**src/rtl/usart_pkg.sv**
```systemverilog
// -----------------------------------------------------------------------------
// usart_pkg
// Shared definitions for the USART transmit-side blocks.
//   arb_state_e          : arbiter FSM encoding (IDLE=0, GRANT=1, START=2,
//                          WAIT_DONE=3)
//   DEFAULT_DATA_W       : default byte width on request and Tx data paths
//   DEFAULT_TIMEOUT_CYC  : default CLK cycles allowed in WAIT_DONE
// -----------------------------------------------------------------------------
package usart_pkg;

    localparam int DEFAULT_DATA_W      = 8;
    localparam int DEFAULT_TIMEOUT_CYC = 200000;

    typedef enum logic [1:0] {
        IDLE      = 2'd0,
        GRANT     = 2'd1,
        START     = 2'd2,
        WAIT_DONE = 2'd3
    } arb_state_e;

endpackage : usart_pkg

```
**src/rtl/rr_picker.sv**
```systemverilog
// -----------------------------------------------------------------------------
// rr_picker
// Purely combinational round-robin selector. Scans last+1, last+2, ... with
// wrap-around and returns the first asserted request index.
// Ports:
//   req   [N_REQ-1:0] : request levels
//   last  [IDX_W-1:0] : index of the previous winner (scan starts after it)
//   valid             : at least one request is asserted
//   idx   [IDX_W-1:0] : winning index (0 when valid is low)
// -----------------------------------------------------------------------------
module rr_picker #(
    parameter int N_REQ = 4,
    parameter int IDX_W = $clog2(N_REQ)
) (
    input  logic [N_REQ-1:0] req,
    input  logic [IDX_W-1:0] last,
    output logic             valid,
    output logic [IDX_W-1:0] idx
);

    logic [IDX_W-1:0] cand;

    // Scanning from the farthest candidate down to the nearest lets the
    // nearest asserted request overwrite any earlier hit, so no early exit
    // is needed to get round-robin order.
    always_comb begin
        // NOTE: every variable gets a default before any conditional
        // assignment; a path that skips an assignment would infer a latch.
        valid = 1'b0;
        idx   = '0;
        cand  = '0;
        for (int k = N_REQ; k >= 1; k--) begin
            cand = IDX_W'((int'(last) + k) % N_REQ);
            if (req[cand]) begin
                valid = 1'b1;
                idx   = cand;
            end
        end
    end

endmodule : rr_picker

```
**src/rtl/usart_tx_arbiter.sv**
```systemverilog
// -----------------------------------------------------------------------------
// usart_tx_arbiter
// Round-robin scheduler sharing one USART transmitter among N_REQ requesters.
// Latches the winning byte, issues the load/start strobe once the transmitter
// is idle, and keeps ownership until the frame completes.
//
// Optional feature: define USART_ARB_TIMEOUT_EN to abort a transfer that has
// waited TIMEOUT_CYC cycles for tx_done (pulses timeout_err). Without it,
// timeout_err is tied low and WAIT_DONE waits indefinitely.
//
// Ports:
//   CLK, CLR                : clock, synchronous active-high reset
//   req      [N_REQ-1:0]    : request levels
//   req_data [N_REQ*DATA_W] : requester i's byte at [i*DATA_W +: DATA_W]
//   grant    [N_REQ-1:0]    : one-hot one-cycle acceptance pulse
//   owner                   : index of the current or last owner
//   active                  : high from the grant cycle until back in IDLE
//   tx_data  [DATA_W-1:0]   : byte presented to the transmitter
//   tx_start                : one-cycle start strobe
//   tx_busy, tx_done        : transmitter status / frame-complete pulse
//   timeout_err             : one-cycle pulse on an aborted transfer
// All outputs are registered.
// -----------------------------------------------------------------------------
module usart_tx_arbiter
    import usart_pkg::*;
#(
    parameter int N_REQ       = 4,
    parameter int DATA_W      = DEFAULT_DATA_W,
    parameter int TIMEOUT_CYC = DEFAULT_TIMEOUT_CYC
) (
    input  logic                       CLK,
    input  logic                       CLR,
    input  logic [N_REQ-1:0]           req,
    input  logic [N_REQ*DATA_W-1:0]    req_data,
    output logic [N_REQ-1:0]           grant,
    output logic [$clog2(N_REQ)-1:0]   owner,
    output logic                       active,
    output logic [DATA_W-1:0]          tx_data,
    output logic                       tx_start,
    input  logic                       tx_busy,
    input  logic                       tx_done,
    output logic                       timeout_err
);

    localparam int IDX_W = $clog2(N_REQ);

    if (N_REQ < 2 || N_REQ > 8 || TIMEOUT_CYC < 1) begin : g_param_check
        $error("usart_tx_arbiter: N_REQ must be 2..8 and TIMEOUT_CYC >= 1");
    end

    arb_state_e        state_q, state_d;
    logic [IDX_W-1:0]  owner_q, owner_d;
    logic [IDX_W-1:0]  last_q, last_d;
    logic [DATA_W-1:0] tx_data_q, tx_data_d;
    logic [N_REQ-1:0]  grant_q, grant_d;
    logic              tx_start_q, tx_start_d;
    logic              active_q, active_d;
    logic              timeout_hit;

    logic              pick_valid;
    logic [IDX_W-1:0]  pick_idx;

    rr_picker #(
        .N_REQ (N_REQ),
        .IDX_W (IDX_W)
    ) u_picker (
        .req   (req),
        .last  (last_q),
        .valid (pick_valid),
        .idx   (pick_idx)
    );

    always_comb begin
        state_d    = state_q;
        owner_d    = owner_q;
        last_d     = last_q;
        tx_data_d  = tx_data_q;
        grant_d    = '0;
        tx_start_d = 1'b0;

        unique case (state_q)
            IDLE: begin
                if (pick_valid) begin
                    owner_d           = pick_idx;
                    tx_data_d         = req_data[int'(pick_idx)*DATA_W +: DATA_W];
                    grant_d[pick_idx] = 1'b1;
                    state_d           = GRANT;
                end
            end
            // tx_start is registered, so the strobe is raised on the edge
            // that sees the transmitter idle; START then hands over to
            // WAIT_DONE on the following edge, once the strobe is out.
            GRANT: begin
                state_d    = START;
                tx_start_d = !tx_busy;
            end
            START: begin
                if (tx_start_q) begin
                    state_d = WAIT_DONE;
                end else begin
                    tx_start_d = !tx_busy;
                end
            end
            WAIT_DONE: begin
                // tx_done has priority over a coincident terminal count.
                if (tx_done || timeout_hit) begin
                    last_d  = owner_q;
                    state_d = IDLE;
                end
            end
            default: state_d = IDLE;
        endcase

        active_d = (state_d != IDLE);
    end

    always_ff @(posedge CLK) begin
        // NOTE: synchronous reset -- CLR is only looked at on the clock edge,
        // so it sits inside the edge-triggered block, not in the sensitivity list.
        if (CLR) begin
            state_q    <= IDLE;
            owner_q    <= '0;
            last_q     <= IDX_W'(N_REQ - 1);
            tx_data_q  <= '0;
            grant_q    <= '0;
            tx_start_q <= 1'b0;
            active_q   <= 1'b0;
        end else begin
            // NOTE: non-blocking assignments for all state so every flop
            // samples the pre-edge values regardless of statement order.
            state_q    <= state_d;
            owner_q    <= owner_d;
            last_q     <= last_d;
            tx_data_q  <= tx_data_d;
            grant_q    <= grant_d;
            tx_start_q <= tx_start_d;
            active_q   <= active_d;
        end
    end

`ifdef USART_ARB_TIMEOUT_EN
    localparam int CNT_W = $clog2(TIMEOUT_CYC + 1);

    logic [CNT_W-1:0] cnt_q, cnt_d;
    logic             timeout_err_q, timeout_err_d;

    // The counter is held at zero outside WAIT_DONE, so it is already clear
    // on entry. The abort fires on the edge that would take it to
    // TIMEOUT_CYC, i.e. exactly TIMEOUT_CYC cycles after entry.
    always_comb begin
        cnt_d         = (state_q == WAIT_DONE) ? cnt_q + 1'b1 : '0;
        timeout_hit   = (state_q == WAIT_DONE) && (cnt_q == CNT_W'(TIMEOUT_CYC - 1));
        timeout_err_d = timeout_hit && !tx_done;
    end

    always_ff @(posedge CLK) begin
        if (CLR) begin
            cnt_q         <= '0;
            timeout_err_q <= 1'b0;
        end else begin
            cnt_q         <= cnt_d;
            timeout_err_q <= timeout_err_d;
        end
    end

    assign timeout_err = timeout_err_q;
`else
    assign timeout_hit = 1'b0;
    assign timeout_err = 1'b0;
`endif

    assign grant    = grant_q;
    assign owner    = owner_q;
    assign active   = active_q;
    assign tx_data  = tx_data_q;
    assign tx_start = tx_start_q;

endmodule : usart_tx_arbiter

```
**config.mk**
```make
export PLATFORM = sky130hd
export DESIGN_NAME = usart_tx_arbiter
export DESIGN_NICKNAME = d
export VERILOG_FILES = /design/src/rtl/usart_pkg.sv /design/src/rtl/rr_picker.sv /design/src/rtl/usart_tx_arbiter.sv
export SDC_FILE = /design/constraint.sdc
export NUM_CORES = 1
export LEC_CHECK = 0
export ABC_AREA = 1
export CORE_MARGIN = 3
export CORE_UTILIZATION = 42
export CTS_CLUSTER_SIZE = 10
export DETAILED_ROUTE_END_ITERATION = 10
export GPL_TIMING_DRIVEN = 0
export PLACE_DENSITY = 0.92
export RECOVER_POWER = 100
export SETUP_SLACK_MARGIN = 0.4
export SKIP_CTS_REPAIR_TIMING = 1
export SLEW_MARGIN = 5
export SYNTH_ARGS = -nofsm -noshare
export SYNTH_HDL_FRONTEND = slang
export SYNTH_HIERARCHICAL = 1
export SYNTH_SLANG_ARGS = --single-unit
```
**constraint.sdc**
```tcl
create_clock -name CLK -period 2 [get_ports CLK]
set_input_delay 0.4 -clock CLK [delete_from_list [all_inputs] [get_ports CLK]]
set_output_delay 0.4 -clock CLK [all_outputs]
set_load 0.1 [all_outputs]
```
==> run summary <==
The run finished with clean final reports. The run gives 31.2% as the fraction of the yosys area taken by sequential cells. Counting flops and latches in the post-synthesis netlist gives 20. Adding up every negative setup slack in the final design gives 0 ns. In this run the worst path has a maximum fanout of 8. The final worst clock skew came out at 0.00863 ns. The startpoint type of the worst setup path is a flop.

The run gives 20 as the total number of clock tree sinks. Cells with a size suffix above 1 make up 33.7% of the layout. The measured slew at the worst slew-check pin was 0.962 ns; the via count of the first global-routing pass was 1258. For the sequential cell area, the log shows 404 sq um. The tools report the gate count of the mapped netlist as 206. The kind of end point of the critical path is a flop. Power comes to 1.61 mW. The area of the multi-input gates came out at 903 sq um.

After global routing the overflow that remains totals 0. In this run the worst setup path begins at last_q[0]. The run gives 45.4% as the starting utilization of the core area.

Predominant post-synthesis flop cell: dfxtp_1. Across all layers, the routed design uses 1619 vias. The sequential power share was 29.1%; the final cycle utilization of the critical path was 95.7%. The logs give 174 for the number of inserted filler cells in the final layout and 0 for the number of max-slew violations in the final report.

After synthesis, the cell types taking the most area are dfxtp_1 (31%), nand2_1 (19%), nand3_1 (11%). At the worst endpoint, the arrival time is 2.17 ns. The share of synthesized area in the top cell type comes to 31.2%.

The final antenna-violating net count is 0. In this run the standard cell core region covers 0.00283 sq mm. The tools report the total number of nets in the final design as 322.

Setup repair after global routing could not meet its margin everywhere. Yosys printed 6 warnings. In the global route stage, overall resource usage came out at 18.1%. The detailed-route wire length per cell was 14.8 microns. The analysis attributes to cell leakage a power of 1.16 nW. Clock-pin slew was measured on the worst setup and hold paths at 0.12 ns. The number of failing hold endpoints at the final stage is 0. The tools report the area of the mapped netlist as 0.00128 sq mm. The worst hold path begins at owner[0]. In this run, placement finished with an instance count of 292. The remaining max-slew budget at the tightest pin is 35.7%.

Initial antenna violation count: 0. The layout overhead on the synthesized area is 71.0%, and the fraction of registers with async set or reset after synthesis is 0%. For this design the total switching power over the nets is 0.720 mW. For this run, the top clock speed supported by timing is 0.522 GHz. Total wire length after detailed routing: 4.53 mm. For the total clock buffers created by CTS, the log shows 3. Detailed placement finished with a half-perimeter wire length of 2.55 mm.

In this run, the number of DRC markers left after iteration 0 of detailed routing was 72. The tightest min-delay check is of the reg2reg type. The clock tree root driver cell is clkbuf_4. The startpoint identified for the worst register-to-register timing path is last_q[0].

No sink is reached through more buffers than the 2 on the longest clock path. Internal power comes to 0.890 mW. The number of synthesized flops with an enable pin is 0.

Insertion delay of the later-clocked pin in the worst-skew pair: 0.32 ns. The number of max-cap violations is 0, and the power per unit of standard cell area is 734 mW/mm^2. The count of input and output buffers is 55. Height of the die: 61.3 microns. Of the total power, the share spent switching nets is 44.7%. The tools report the endpoint required time on the critical path as 2.25 ns.

The synthesized design spends more area on one cell type than any other, namely dfxtp_1. The diode insertion count for antenna repair was 0. The maximum number of pins on one net before global-route repair is 13. The first detailed-routing pass took 4 iterations.

The floorplan step defined a die boundary enclosing 0.00376 sq mm. Routability-driven placement finished with a final weighted congestion of 0.897. The remaining routing DRC violations is 0. Per report_power, the combinational group accounts for 49.6% of the total. The synthesized area per cell works out to 6.23 sq um. The horizontal extent of the die came out at 61.3 microns. The setup path with the least slack is of type reg2reg. Counting every net in the synthesized netlist gives 251. For the finished layout, the period the worst path requires is 1.91 ns.

The netlist uses 22 different library cells. TritonCTS built the clock tree. The first global-routing pass estimated 5.17 mm of wire. IR analysis of the VDD net gives a maximum drop of 0.434 mV. The number of placed I/O pins was 57; the detail-routed via count per cell was 5.27.

The number of non-filler instances in the completed layout was 307. The initialized floorplan defines 19 standard-cell rows. The share of total power dissipated in the clock network is 21.4%. The tools report the CTS H-tree depth as 1.

Cells fill 77.6% of the core in the end. Setup violations remaining at the end of the flow were counted as 0.
## worst max-delay path, stage by stage (launching register included)
cell and delay (ns):
dfxtp_4 0.40, clkbuf_16 0.15, nand2_1 0.09, o21ai_4 0.10
nand2_1 0.09, nand2_1 0.09, nand3_1 0.14, a21boi_4 0.20
buf_12 0.15, nand2_4 0.06, inv_4 0.09, nand2_1 0.06
nand3_1 0.09, nor2_1 0.06, nor2_1 0.10
## placed cells by master, fill, tap and decap left out, types with 4 or more instances in the layout
cell type | Yosys | layout
inv_2 | 4 | 6
dlymetal6s2s_1 | 0 | 5
ha_1 | 5 | 5
nand2_2 | 8 | 15
nor2_1 | 20 | 15
dfxtp_1 | 20 | 19
buf_4 | 4 | 9
nand3_2 | 0 | 15
clkdlybuf4s50_1 | 0 | 34
buf_6 | 2 | 4
nor2_2 | 3 | 5
nand3_1 | 29 | 14
o21ai_0 | 11 | 10
nand2_1 | 66 | 57
clkbuf_2 | 0 | 15
inv_1 | 18 | 14
## final timing paths
check	slack (ns)	cells past startpoint	end
min	0.50	2	last_q[0]
max	0.09	14	tx_data[3]
max reg2reg	0.09	14	tx_data[3]
min reg2reg	0.50	2	last_q[0]
## layout make-up
| class | count | area share [%] |
|---|---|---|
| multi-input combinational | 155 | 41.2 |
| timing repair buffer | 66 | 27.4 |
| sequential | 20 | 18.4 |
| inverter | 23 | 4.85 |
| buffer | 8 | 3.99 |
| tap | 31 | 1.77 |
| clock inverter | 1 | 1.37 |
| clock buffer | 3 | 1.03 |
## power groups by stage
stage	sequential [mW]	clock, mW	combinational [mW]
floorplan	0.754	0	0.215
global placement	0.474	0	0.690
detailed placement	0.475	0	0.697
CTS	0.467	0.334	0.700
global route	0.473	0.358	0.840
finish	0.468	0.344	0.798
## routing by layer
layer	up-vias	track usage, %	routed length, microns
met2	81	30.5	2330
met3	12	5.24	341
met4	0	5.57	114
met1	739	22.1	1750
li1	787	-	-
met5	-	0	0
## through the flow
step | hold WS (ns) | cell area (sq um) | worst slack, ns
after floorplan | 0.448 | 1290 | 0.406
after detailed placement | 0.462 | 1880 | -0.248
after global placement | 0.460 | 1880 | -0.237
final | 0.495 | 2190 | 0.0854
after global routing | 0.548 | 2190 | -0.0397
after CTS | 0.492 | 1930 | -0.246
## cells by family (layout without fill, tap and decap cells)
| family | count (synthesis) | count (layout) | share of synthesized area (%) |
|---|---|---|---|
| other cells | 1 | 1 | 0.292 |
| flops | 20 | 20 | 31.2 |
| simple gates | 131 | 131 | 44.1 |
| fa+ha+maj | 5 | 5 | 4.87 |
| compound gates | 18 | 18 | 7.60 |
| buf+inv | 31 | 101 | 12.0 |
## cell usage after synthesis (4+ instances only)
cell type,n
nand2_1,66
buf_4,4
nor3_1,4
nand3_1,29
inv_1,18
dfxtp_1,20
inv_2,4
nand2_2,8
o21ai_0,11
nor2_1,20
ha_1,5
## sequential cells by signal, indices dropped and copies added, names as in the netlist
register,count
tx_start,1
grant,4
tx_data,8
active,1
last_q,2
owner,2
state_q,2
Power figures use the tool's default switching activity.
